`src/rtl/lsu_pkg.sv`:
```
`default_nettype none
// ============================================================================
// Module      : lsu_pkg
// Description : Shared types, funct3 width codes and byte-lane helpers for
//               the RV32I load/store stage.
// Revision    : 1.0 - initial release
// ============================================================================
package lsu_pkg;

  // funct3 access-width codes
  localparam logic [2:0] F3_B  = 3'b000;
  localparam logic [2:0] F3_H  = 3'b001;
  localparam logic [2:0] F3_W  = 3'b010;
  localparam logic [2:0] F3_BU = 3'b100;
  localparam logic [2:0] F3_HU = 3'b101;

  // Stage FSM states
  typedef enum logic [1:0] {
    ST_IDLE     = 2'd0,
    ST_REQ      = 2'd1,
    ST_WAIT_RSP = 2'd2
  } lsu_state_e;

  // Map any unsupported funct3 to a full-word access. Stores have no
  // unsigned variants, so BU/HU are only legal on loads.
  function automatic logic [2:0] norm_funct3(input logic [2:0] f3,
                                             input logic       is_load);
    logic [2:0] res;
    res = F3_W;
    case (f3)
      F3_B, F3_H, F3_W: res = f3;
      F3_BU, F3_HU:     res = is_load ? f3 : F3_W;
      default:          res = F3_W;
    endcase
    return res;
  endfunction

  // Force the low address bits to the natural alignment of the access
  function automatic logic [1:0] align_addr(input logic [2:0] f3,
                                            input logic [1:0] a);
    logic [1:0] res;
    case (f3[1:0])
      2'b00:   res = a;
      2'b01:   res = {a[1], 1'b0};
      default: res = 2'b00;
    endcase
    return res;
  endfunction

  // True when the access is not naturally aligned
  function automatic logic is_misaligned(input logic [2:0] f3,
                                         input logic [1:0] a);
    logic res;
    case (f3[1:0])
      2'b00:   res = 1'b0;
      2'b01:   res = a[0];
      default: res = (a != 2'b00);
    endcase
    return res;
  endfunction

  // Byte enables for the access width at byte offset a
  function automatic logic [3:0] calc_be(input logic [2:0] f3,
                                         input logic [1:0] a);
    logic [3:0] res;
    case (f3[1:0])
      2'b00:   res = 4'b0001 << a;
      2'b01:   res = 4'b0011 << a;
      default: res = 4'b1111;
    endcase
    return res;
  endfunction

  // Replicate narrow store data across every lane so the byte enables alone
  // select the destination bytes
  function automatic logic [31:0] steer_wdata(input logic [2:0]  f3,
                                              input logic [31:0] wdata);
    logic [31:0] res;
    case (f3[1:0])
      2'b00:   res = {4{wdata[7:0]}};
      2'b01:   res = {2{wdata[15:0]}};
      default: res = wdata;
    endcase
    return res;
  endfunction

endpackage : lsu_pkg
`default_nettype wire

```
`src/rtl/lsu_load_align.sv`:
```
`default_nettype none
// ============================================================================
// Module      : lsu_load_align
// Description : Extracts the addressed byte/halfword from a read word and
//               sign- or zero-extends it to 32 bits.
// Revision    : 1.0 - initial release
// ============================================================================
module lsu_load_align
  import lsu_pkg::*;
(
  input  logic [31:0] rdata,
  input  logic [1:0]  addr_lo,
  input  logic [2:0]  funct3,
  output logic [31:0] data
);

  logic [7:0]  byte_sel;
  logic [15:0] half_sel;

  // Lane select and extension
  always_comb begin
    byte_sel = rdata[7:0];
    case (addr_lo)
      2'd0: byte_sel = rdata[7:0];
      2'd1: byte_sel = rdata[15:8];
      2'd2: byte_sel = rdata[23:16];
      2'd3: byte_sel = rdata[31:24];
      default: byte_sel = rdata[7:0];
    endcase
    half_sel = addr_lo[1] ? rdata[31:16] : rdata[15:0];

    data = rdata;
    case (funct3)
      F3_B:    data = {{24{byte_sel[7]}}, byte_sel};
      F3_BU:   data = {24'h0, byte_sel};
      F3_H:    data = {{16{half_sel[15]}}, half_sel};
      F3_HU:   data = {16'h0, half_sel};
      default: data = rdata;
    endcase
  end

endmodule : lsu_load_align
`default_nettype wire

```
`src/rtl/lsu_stage.sv`:
```
`default_nettype none
// ============================================================================
// Module      : lsu_stage
// Description : RV32I memory-access stage. Issues loads/stores on a
//               request/grant/response bus, steers byte lanes, extends load
//               data and retires one writeback per instruction. Non-memory
//               ops pass through with one cycle of latency.
//               Optional macro LSU_MISALIGN_EXC_EN: misaligned H/W accesses
//               retire immediately with misalign_o instead of being aligned.
// Revision    : 1.0 - initial release
// ============================================================================
module lsu_stage
  import lsu_pkg::*;
#(
  parameter int unsigned TIMEOUT_CYC = 255
) (
  input  logic        clk_i,
  input  logic        rst_i,
  input  logic        ex_valid_i,
  output logic        ex_ready_o,
  input  logic [31:0] ex_result_i,
  input  logic [31:0] ex_wdata_i,
  input  logic [2:0]  ex_funct3_i,
  input  logic        ex_is_load_i,
  input  logic        ex_is_store_i,
  input  logic [4:0]  ex_rd_i,
  output logic        dmem_req_o,
  output logic        dmem_we_o,
  output logic [3:0]  dmem_be_o,
  output logic [31:0] dmem_addr_o,
  output logic [31:0] dmem_wdata_o,
  input  logic        dmem_gnt_i,
  input  logic        dmem_rvalid_i,
  input  logic [31:0] dmem_rdata_i,
  output logic        wb_valid_o,
  output logic        wb_we_o,
  output logic [4:0]  wb_rd_o,
  output logic [31:0] wb_data_o,
  output logic        misalign_o,
  output logic        bus_err_o
);

  localparam int unsigned CNT_W    = 8;
  localparam logic [CNT_W-1:0] CNT_LAST = CNT_W'(TIMEOUT_CYC - 1);

  lsu_state_e state;
  lsu_state_e state_next;

  logic             accept;
  logic             is_mem;
  logic             misal;
  logic             start_mem;
  logic [2:0]       f3_norm;
  logic [1:0]       addr_lo;
  logic             timeout_hit;
  logic [CNT_W-1:0] wait_cnt;

  logic [31:0] mem_addr;
  logic [1:0]  mem_lo;
  logic [2:0]  mem_f3;
  logic [4:0]  mem_rd;
  logic        mem_load;
  logic        mem_we;
  logic [3:0]  mem_be;
  logic [31:0] mem_wdata;
  logic [31:0] load_data;

  assign accept  = ex_valid_i & ex_ready_o;
  assign is_mem  = ex_is_load_i | ex_is_store_i;
  assign f3_norm = norm_funct3(ex_funct3_i, ex_is_load_i);
  // Aligned accesses are unaffected; misaligned ones either trap (below)
  // or get their low bits masked here.
  assign addr_lo = align_addr(f3_norm, ex_result_i[1:0]);

`ifdef LSU_MISALIGN_EXC_EN
  assign misal = is_mem & is_misaligned(f3_norm, ex_result_i[1:0]);
`else
  assign misal = 1'b0;
`endif

  assign start_mem   = accept & is_mem & ~misal;
  // A response in the limit cycle takes priority over the timeout
  assign timeout_hit = (state == ST_WAIT_RSP) & ~dmem_rvalid_i &
                       (wait_cnt == CNT_LAST);

  // State register
  always_ff @(posedge clk_i or posedge rst_i) begin
    if (rst_i) state <= ST_IDLE;
    else       state <= state_next;
  end

  // Next-state logic
  always_comb begin
    state_next = state;
    case (state)
      ST_IDLE:     if (start_mem) state_next = ST_REQ;
      ST_REQ:      if (dmem_gnt_i) state_next = ST_WAIT_RSP;
      ST_WAIT_RSP: if (dmem_rvalid_i || timeout_hit) state_next = ST_IDLE;
      default:     state_next = ST_IDLE;
    endcase
  end

  // FSM outputs; decoded from state so reset drops the request at once
  always_comb begin
    ex_ready_o = (state == ST_IDLE);
    dmem_req_o = (state == ST_REQ);
  end

  // Capture the request at issue so it stays stable throughout REQ
  always_ff @(posedge clk_i or posedge rst_i) begin
    if (rst_i) begin
      mem_addr  <= 32'h0;
      mem_lo    <= 2'b00;
      mem_f3    <= 3'b000;
      mem_rd    <= 5'd0;
      mem_load  <= 1'b0;
      mem_we    <= 1'b0;
      mem_be    <= 4'h0;
      mem_wdata <= 32'h0;
    end else if (start_mem) begin
      mem_addr  <= {ex_result_i[31:2], 2'b00};
      mem_lo    <= addr_lo;
      mem_f3    <= f3_norm;
      mem_rd    <= ex_rd_i;
      mem_load  <= ex_is_load_i;
      mem_we    <= ~ex_is_load_i;
      mem_be    <= calc_be(f3_norm, addr_lo);
      mem_wdata <= ex_is_load_i ? 32'h0 : steer_wdata(f3_norm, ex_wdata_i);
    end
  end

  assign dmem_addr_o  = mem_addr;
  assign dmem_we_o    = mem_we;
  assign dmem_be_o    = mem_be;
  assign dmem_wdata_o = mem_wdata;

  // Response timeout counter, restarted by each grant
  always_ff @(posedge clk_i or posedge rst_i) begin
    if (rst_i) begin
      wait_cnt <= '0;
    end else if (state == ST_REQ && dmem_gnt_i) begin
      wait_cnt <= '0;
    end else if (state == ST_WAIT_RSP && !dmem_rvalid_i && !timeout_hit) begin
      wait_cnt <= wait_cnt + 1'b1;
    end
  end

  lsu_load_align u_load_align (
    .rdata   (dmem_rdata_i),
    .addr_lo (mem_lo),
    .funct3  (mem_f3),
    .data    (load_data)
  );

  // Writeback register: single-cycle retire pulse per instruction
  always_ff @(posedge clk_i or posedge rst_i) begin
    if (rst_i) begin
      wb_valid_o <= 1'b0;
      wb_we_o    <= 1'b0;
      wb_rd_o    <= 5'd0;
      wb_data_o  <= 32'h0;
      bus_err_o  <= 1'b0;
    end else begin
      wb_valid_o <= 1'b0;
      wb_we_o    <= 1'b0;
      bus_err_o  <= 1'b0;
      if (accept && !is_mem) begin
        wb_valid_o <= 1'b1;
        wb_we_o    <= (ex_rd_i != 5'd0);
        wb_rd_o    <= ex_rd_i;
        wb_data_o  <= ex_result_i;
      end else if (accept && misal) begin
        wb_valid_o <= 1'b1;
        wb_rd_o    <= ex_rd_i;
        wb_data_o  <= 32'h0;
      end else if (state == ST_WAIT_RSP && dmem_rvalid_i) begin
        wb_valid_o <= 1'b1;
        wb_we_o    <= mem_load & (mem_rd != 5'd0);
        wb_rd_o    <= mem_rd;
        wb_data_o  <= mem_load ? load_data : 32'h0;
      end else if (timeout_hit) begin
        wb_valid_o <= 1'b1;
        wb_rd_o    <= mem_rd;
        wb_data_o  <= 32'h0;
        bus_err_o  <= 1'b1;
      end
    end
  end

`ifdef LSU_MISALIGN_EXC_EN
  logic misal_pulse;

  // Misalignment flag accompanies the immediate retire pulse
  always_ff @(posedge clk_i or posedge rst_i) begin
    if (rst_i) misal_pulse <= 1'b0;
    else       misal_pulse <= accept & misal;
  end

  assign misalign_o = misal_pulse;
`else
  assign misalign_o = 1'b0;
`endif

endmodule : lsu_stage
`default_nettype wire

```
`config.mk`:
```
export PLATFORM = sky130hd
export DESIGN_NAME = lsu_stage
export DESIGN_NICKNAME = d
export VERILOG_FILES = /design/src/rtl/lsu_pkg.sv /design/src/rtl/lsu_load_align.sv /design/src/rtl/lsu_stage.sv
export SDC_FILE = /design/constraint.sdc
export NUM_CORES = 1
export LEC_CHECK = 0
export CORE_MARGIN = 8
export CORE_UTILIZATION = 41
export CTS_BUF_LIST = sky130_fd_sc_hd__clkbuf_16
export CTS_CLUSTER_DIAMETER = 200
export DETAILED_ROUTE_END_ITERATION = 8
export HOLD_SLACK_MARGIN = 0.02
export PLACE_DENSITY = 0.77
export SYNTH_ARGS = -nofsm -noshare
export SYNTH_HDL_FRONTEND = slang
export SYNTH_SLANG_ARGS = --single-unit
```
`constraint.sdc`:
```
create_clock -name clk_i -period 5.4 [get_ports clk_i]
set_clock_uncertainty 0.2 [all_clocks]
set_input_delay 1.62 -clock clk_i [delete_from_list [all_inputs] [get_ports clk_i]]
set_output_delay 1.62 -clock clk_i [all_outputs]
set_load 0.03 [all_outputs]
```
# ---- Word-level counts from Yosys, hierarchy flattened
# Cells that the tools add are included.
dict set report op_classes {
  addsub 1
  n_eq_ne 17
  n_shift 2
  muxes 29
  bitwise 8
  reduce_logical 21
}
# cell n
set op_table {}
lappend op_table {{$mux 32} 5}
lappend op_table {{$pmux 32 s4} 1}
lappend op_table {{$pmux 32 s2} 1}
lappend op_table {{$pmux 8 s4} 1}
lappend op_table {{$mux 16} 1}
lappend op_table {{$mux 8} 2}
lappend op_table {{$mux 5} 3}
lappend op_table {{$eq 3x3->1 const B} 4}
lappend op_table {{$reduce_bool 5->1} 2}
lappend op_table {{$add 8x1->8 const B} 1}
lappend op_table {{$eq 8x8->1 const B} 1}
lappend op_table {{$pmux 4 s2} 1}
lappend op_table {{$mux 1} 7}
lappend op_table {{$eq 2x1->1 const B} 3}
lappend op_table {{$eq 2x2->1 const B} 3}
lappend op_table {{$eq 3x1->1 const B} 2}
lappend op_table {{$logic_not 2->1} 3}
lappend op_table {{$logic_not 3->1} 2}
lappend op_table {{$mux 2} 3}
lappend op_table {{$ne 2x1->1 const B} 3}
lappend op_table {{$pmux 2 s3} 1}
lappend op_table {{$pmux 3 s2} 1}
lappend op_table {{$and 1x1->1} 5}
lappend op_table {{$logic_and 1x1->1} 5}
lappend op_table {{14 further kinds} 17}
dict set report word_totals {
  reg_bits 128
  input_bits 111
  out_inout_bits 112
  elab_cells 93
}

# ---- Logic depth before layout (Yosys ltp)
dict set report logic_depth {
  word_depth 7
  mapped_depth 9
  mapped_depth_nobuf 7
}

# ---- Cells and area by module
# A second synthesis with hierarchy kept.
dict set report hier_totals {
  hier_cells 654
  hier_area_um2 6302.3
}
# mod n_inst cells_each area_per_inst_um2 seq_area_each_um2
set by_module_without_submodules {}
lappend by_module_without_submodules {lsu_stage 1 543 5634.2 3203.1}
lappend by_module_without_submodules {lsu_load_align 1 111 668.1 0.0}

# ---- Worst setup path after synthesis
# OpenSTA, ideal clock, no wires.
dict set report synth_timing {
  kind {input-to-reg}
  start {input port ex_valid_i}
  end {register wb_rd_o[0]}
  arrival_time_ps 2877
  required_time_ps 5075
  path_slack_ps 2198
  stages 4
  path_buffers 0
  path_cell_list {or3b_4 -> nor3_4 -> mux2_2 -> mux2_2}
}
dict set report synth_between {
  elab_chain_cells 3
  elab_cells_between_ends 4
  classes_between {mux (1); bitwise (1); reduce/logical (2)}
}
# item line
set synth_rtl {}
lappend synth_rtl {{from (decl)} lsu_stage.sv:19} ;# input logic ex_valid_i,
lappend synth_rtl {{$and 1x1->1 *} lsu_stage.sv:68} ;# assign accept = ex_valid_i & ex_ready_o;
lappend synth_rtl {{$logic_and 1x1->1 *} lsu_stage.sv:167} ;# if (accept && !is_mem) begin
lappend synth_rtl {{$reduce_bool 3->1 (no line) or $mux 5 (tied branches)} n/a}
lappend synth_rtl {{to (signal assigned)} lsu_stage.sv:170} ;# wb_rd_o <= ex_rd_i;
lappend synth_rtl {{to (signal assigned)} lsu_stage.sv:174} ;# wb_rd_o <= ex_rd_i;
lappend synth_rtl {{to (signal assigned)} lsu_stage.sv:179} ;# wb_rd_o <= mem_rd;
lappend synth_rtl {{to (decl)} lsu_stage.sv:37} ;# output logic [4:0] wb_rd_o,
# Every way passes the cells marked *; elsewhere a longest branch is shown, timed or not.
# A chain may end at the register's enable or synchronous reset.

# ---- Worst setup path in the final report
dict set report layout_timing {
  start {input port ex_valid_i}
  end {register wb_rd_o[4]}
}
# The elaborated chain is that of the path after synthesis.

==> results.ini <==
[global_route]
grt_pass1_vias = 5934
gr-total-overflow = 0
grt.total_usage_pct = 21.5
antenna_found_initial = 0
grt_start_max_net_pins = 100
wire_length_of_the_first_global_routing_pass_um = 33100

[clock_tree]
cts_inserted_buffers = 17
cts_tree = built
clock_root_buffer = clkbuf_16
cts_hold_repair.buffers = 0
postCtsSetupRepairBufs = 0
post_cts_resized = 0
clock_tree.buffer_depth = 2
cts_sinks = 128
h-tree-depth = 4
path_clk_slew_ps = 50
insertion_delay_of_the_later_clocked_pin_in_the_worst_skew_pair_ps = 420

[worst_setup_path]
maximum_single_stage_delay_on_the_critical_path_ps = 540
reg2reg_setup_slack_ps = 2470
setup.worst_path.start_class = input port
worstReg2RegStart = state[1]
crit_fanout = 60
critical_path_required_ps = 5500
rr_worst_depth = 4
critical_path.endpoint_type = flip-flop
timing.critical_path.arrival_ps = 3930
crit_family = buffers and inverters
worst-path-buf-inv = 2
r2r_end = wb_rd_o[4]
criticalPathCategory = input port to flip-flop
worst_path_most_repeated_cell = mux2_2
crit_slowest_cell = buf_4
timing.critical_path.cells = clkdlybuf4s50_1, or3b_4, nor3_4, buf_4, mux2_2, mux2_2

[cells_and_area]
insertedDiodeCount = 0
fin_util_pct = 60.0
design.final.nets = 979
multi_input_comb_area_um2 = 2760
finalNonFillerCells = 1067
filler_cell_count = 1311
reg_area_um2 = 3200
area_growth_pct = 44.2
stdcell_area_um2 = 9060
post_route_cells_drive_above_1_share_pct = 7.62

[sta]
grt_setup_unrepaired = false
timing_worst_slew_pin_value_ps = 1130
slew_headroom_pct = 24.7
post-route-period-util_pct = 70.9
maximum_clock_rate_mhz = 261
min_period_ps = 3830
finalWorstSetupSlack_ps = 1570
totalNegativeSetupSlack_ps = 0
slew_viol_final = 0
report.final.hold_viol_count = 0
setup_viol_count_final = 0
final.hold.worst_slack_ps = 271

[pwr]
p_sw_mw = 2.29
power_density_nw_per_um2 = 588
total_power_mw = 5.33
leakage_nw = 3.94
power_switching_share_pct = 43.0
power.share.clock_pct = 18.7
vdd_ir_drop_max_mv = 0.356
power_report.internal_total_mw = 3.04
sequentialPowerShare_pct = 32.0
comb_power_share_pct = 49.4

[floorplanning]
start_util_pct = 41.6
rows = 45
floorplan.die_area_um2 = 19500
dieHeight_um = 140
die_width_um = 140
std_cell_core_area_um2 = 15100
ioPinCount = 223

[routing]
total_wirelength_of_the_detailed_routed_design_um = 21000
ant_nets = 0
detail_route.drc_violations = 0
detail_route.iter0.violations = 423
route.vias.total = 5832
dr_vias_cell = 5.47
detailedRoute.firstPassIterationCount = 5
routed_wire_length_per_instance_um = 19.7

[min_path]
worstHoldPathType = flip-flop to flip-flop
min-delay-start = dmem_addr_o[17]
hold_crit_depth = 2
min_to = dmem_addr_o[17]

[synthesis]
synth.avg_cell_area_um2 = 9.39
top_area_cell_type_share_of_the_netlist_area_pct = 51.0
post-synth-top-count-cell = nand2_1
synth.distinct_cells = 51
syn_area_um2 = 6280
synth_async_sr_flop_share_pct = 100
yosys_register_bits = 128
synth_top_cells_by_area = dfrtp_1, nand2_1, o21ai_0
synth_sequential_area_ratio_pct = 51.0
yosys_warnings = 0
synth-edff-count = 0
yosys-top-cells-count = nand2_1, dfrtp_1, o21ai_0
synthesized_instance_count = 669
ys_dominant_reg_cell = dfrtp_1
yosys.area.top_type = dfrtp_1

[place]
place_area_um2 = 8550
worst_slack_after_detailed_placement_ps = 1160
dp.final_hpwl_um = 15200
dpl.cell_count = 1035
placement.io_buffers = 219
finalWeightedCongestion = 0.840

[status]
run_status = finished clean

[job]
maxcap_violations = 0

## cell type report
class                           instances  share of cell area [%]
Clock inverter                         15                   0.912
Inverter                               23                   0.981
Tap cell                              188                    2.60
Sequential cell                       128                    35.4
Timing Repair Buffer                  227                    25.0
Clock buffer                           17                    4.70
Multi-Input combinational cell        469                    30.4
## layout by cell type (no fill, tap or decap), types with 3 or more instances in the layout
cell type,instances
a211o_1,7
a211oi_1,23
a21oi_1,11
a21oi_2,3
a221o_1,9
a221oi_1,3
a22oi_1,16
a31oi_1,33
and2_1,3
and3b_1,6
buf_4,7
clkbuf_16,17
clkdlybuf4s50_1,219
clkinv_1,3
clkinv_2,4
clkinvlp_4,3
conb_1,3
dfrtp_1,128
inv_1,24
mux2_2,20
mux2i_1,19
nand2_1,181
nand2b_1,5
nand3_1,14
nor2_1,10
o21ai_0,65
o221ai_1,6
or4_1,3
## per-layer routing
metal  track usage (%)  wire length, µm
met2              33.7             9640
met4              9.14              539
met1              26.5             9110
met5                 0                0
met3              7.18             1730
## cells by family (layout without fill, tap and decap cells)
kind of cell	after synthesis	count (layout)	share of synthesized area, %
AOI/OAI and AO/OA	184	184	19.2
xor gates and xnor gates	1	1	0.139
adders and majority gates	2	2	0.398
buffers and inverters	74	282	5.48
DFF	128	128	51.0
muxes	40	40	6.97
other	1	3	0.0597
and+or+nand+nor	239	239	16.7
## power groups by stage
stage,clock [mW],sequential (mW),combinational (mW)
after floorplan,0,2.40,0.810
after global placement,0,1.70,2.61
after detailed placement,0,1.71,2.64
after CTS,1.01,1.70,2.65
after global routing,1.06,1.76,2.80
final,0.996,1.70,2.63
## worst reg2reg max path, delay by kind of cell (launching register included)
kind                   cells  cell delay (ps)
AOI/OAI and AO/OA          1              260
buffers and inverters      1              560
DFF                        1              440
muxes                      1              410
and+or+nand+nor            1              940
## registers in the layout, summed over array words and instances, names as in the netlist
name          flops
mem_rd            5
mem_load          1
wb_we_o           1
wait_cnt          8
dmem_be_o         4
wb_valid_o        1
dmem_we_o         1
wb_data_o        32
state             2
dmem_wdata_o     32
mem_f3            3
bus_err_o         1
dmem_addr_o      30
mem_lo            2
wb_rd_o           5
## worst max path at each step
stage,startpoint,endpoint,slack [ps],depth (start not counted)
3_3_place_gp,ex_valid_i,wb_rd_o[0],1190,6
4_1_cts,ex_valid_i,wb_rd_o[4],1600,6
5_1_grt,ex_valid_i,wb_rd_o[3],1510,6
3_5_place_dp,ex_valid_i,wb_rd_o[4],1160,6
2_1_floorplan,rst_i,bus_err_o,170,1
6_report,ex_valid_i,wb_rd_o[4],1570,6
(Power assumes the default switching activity.)
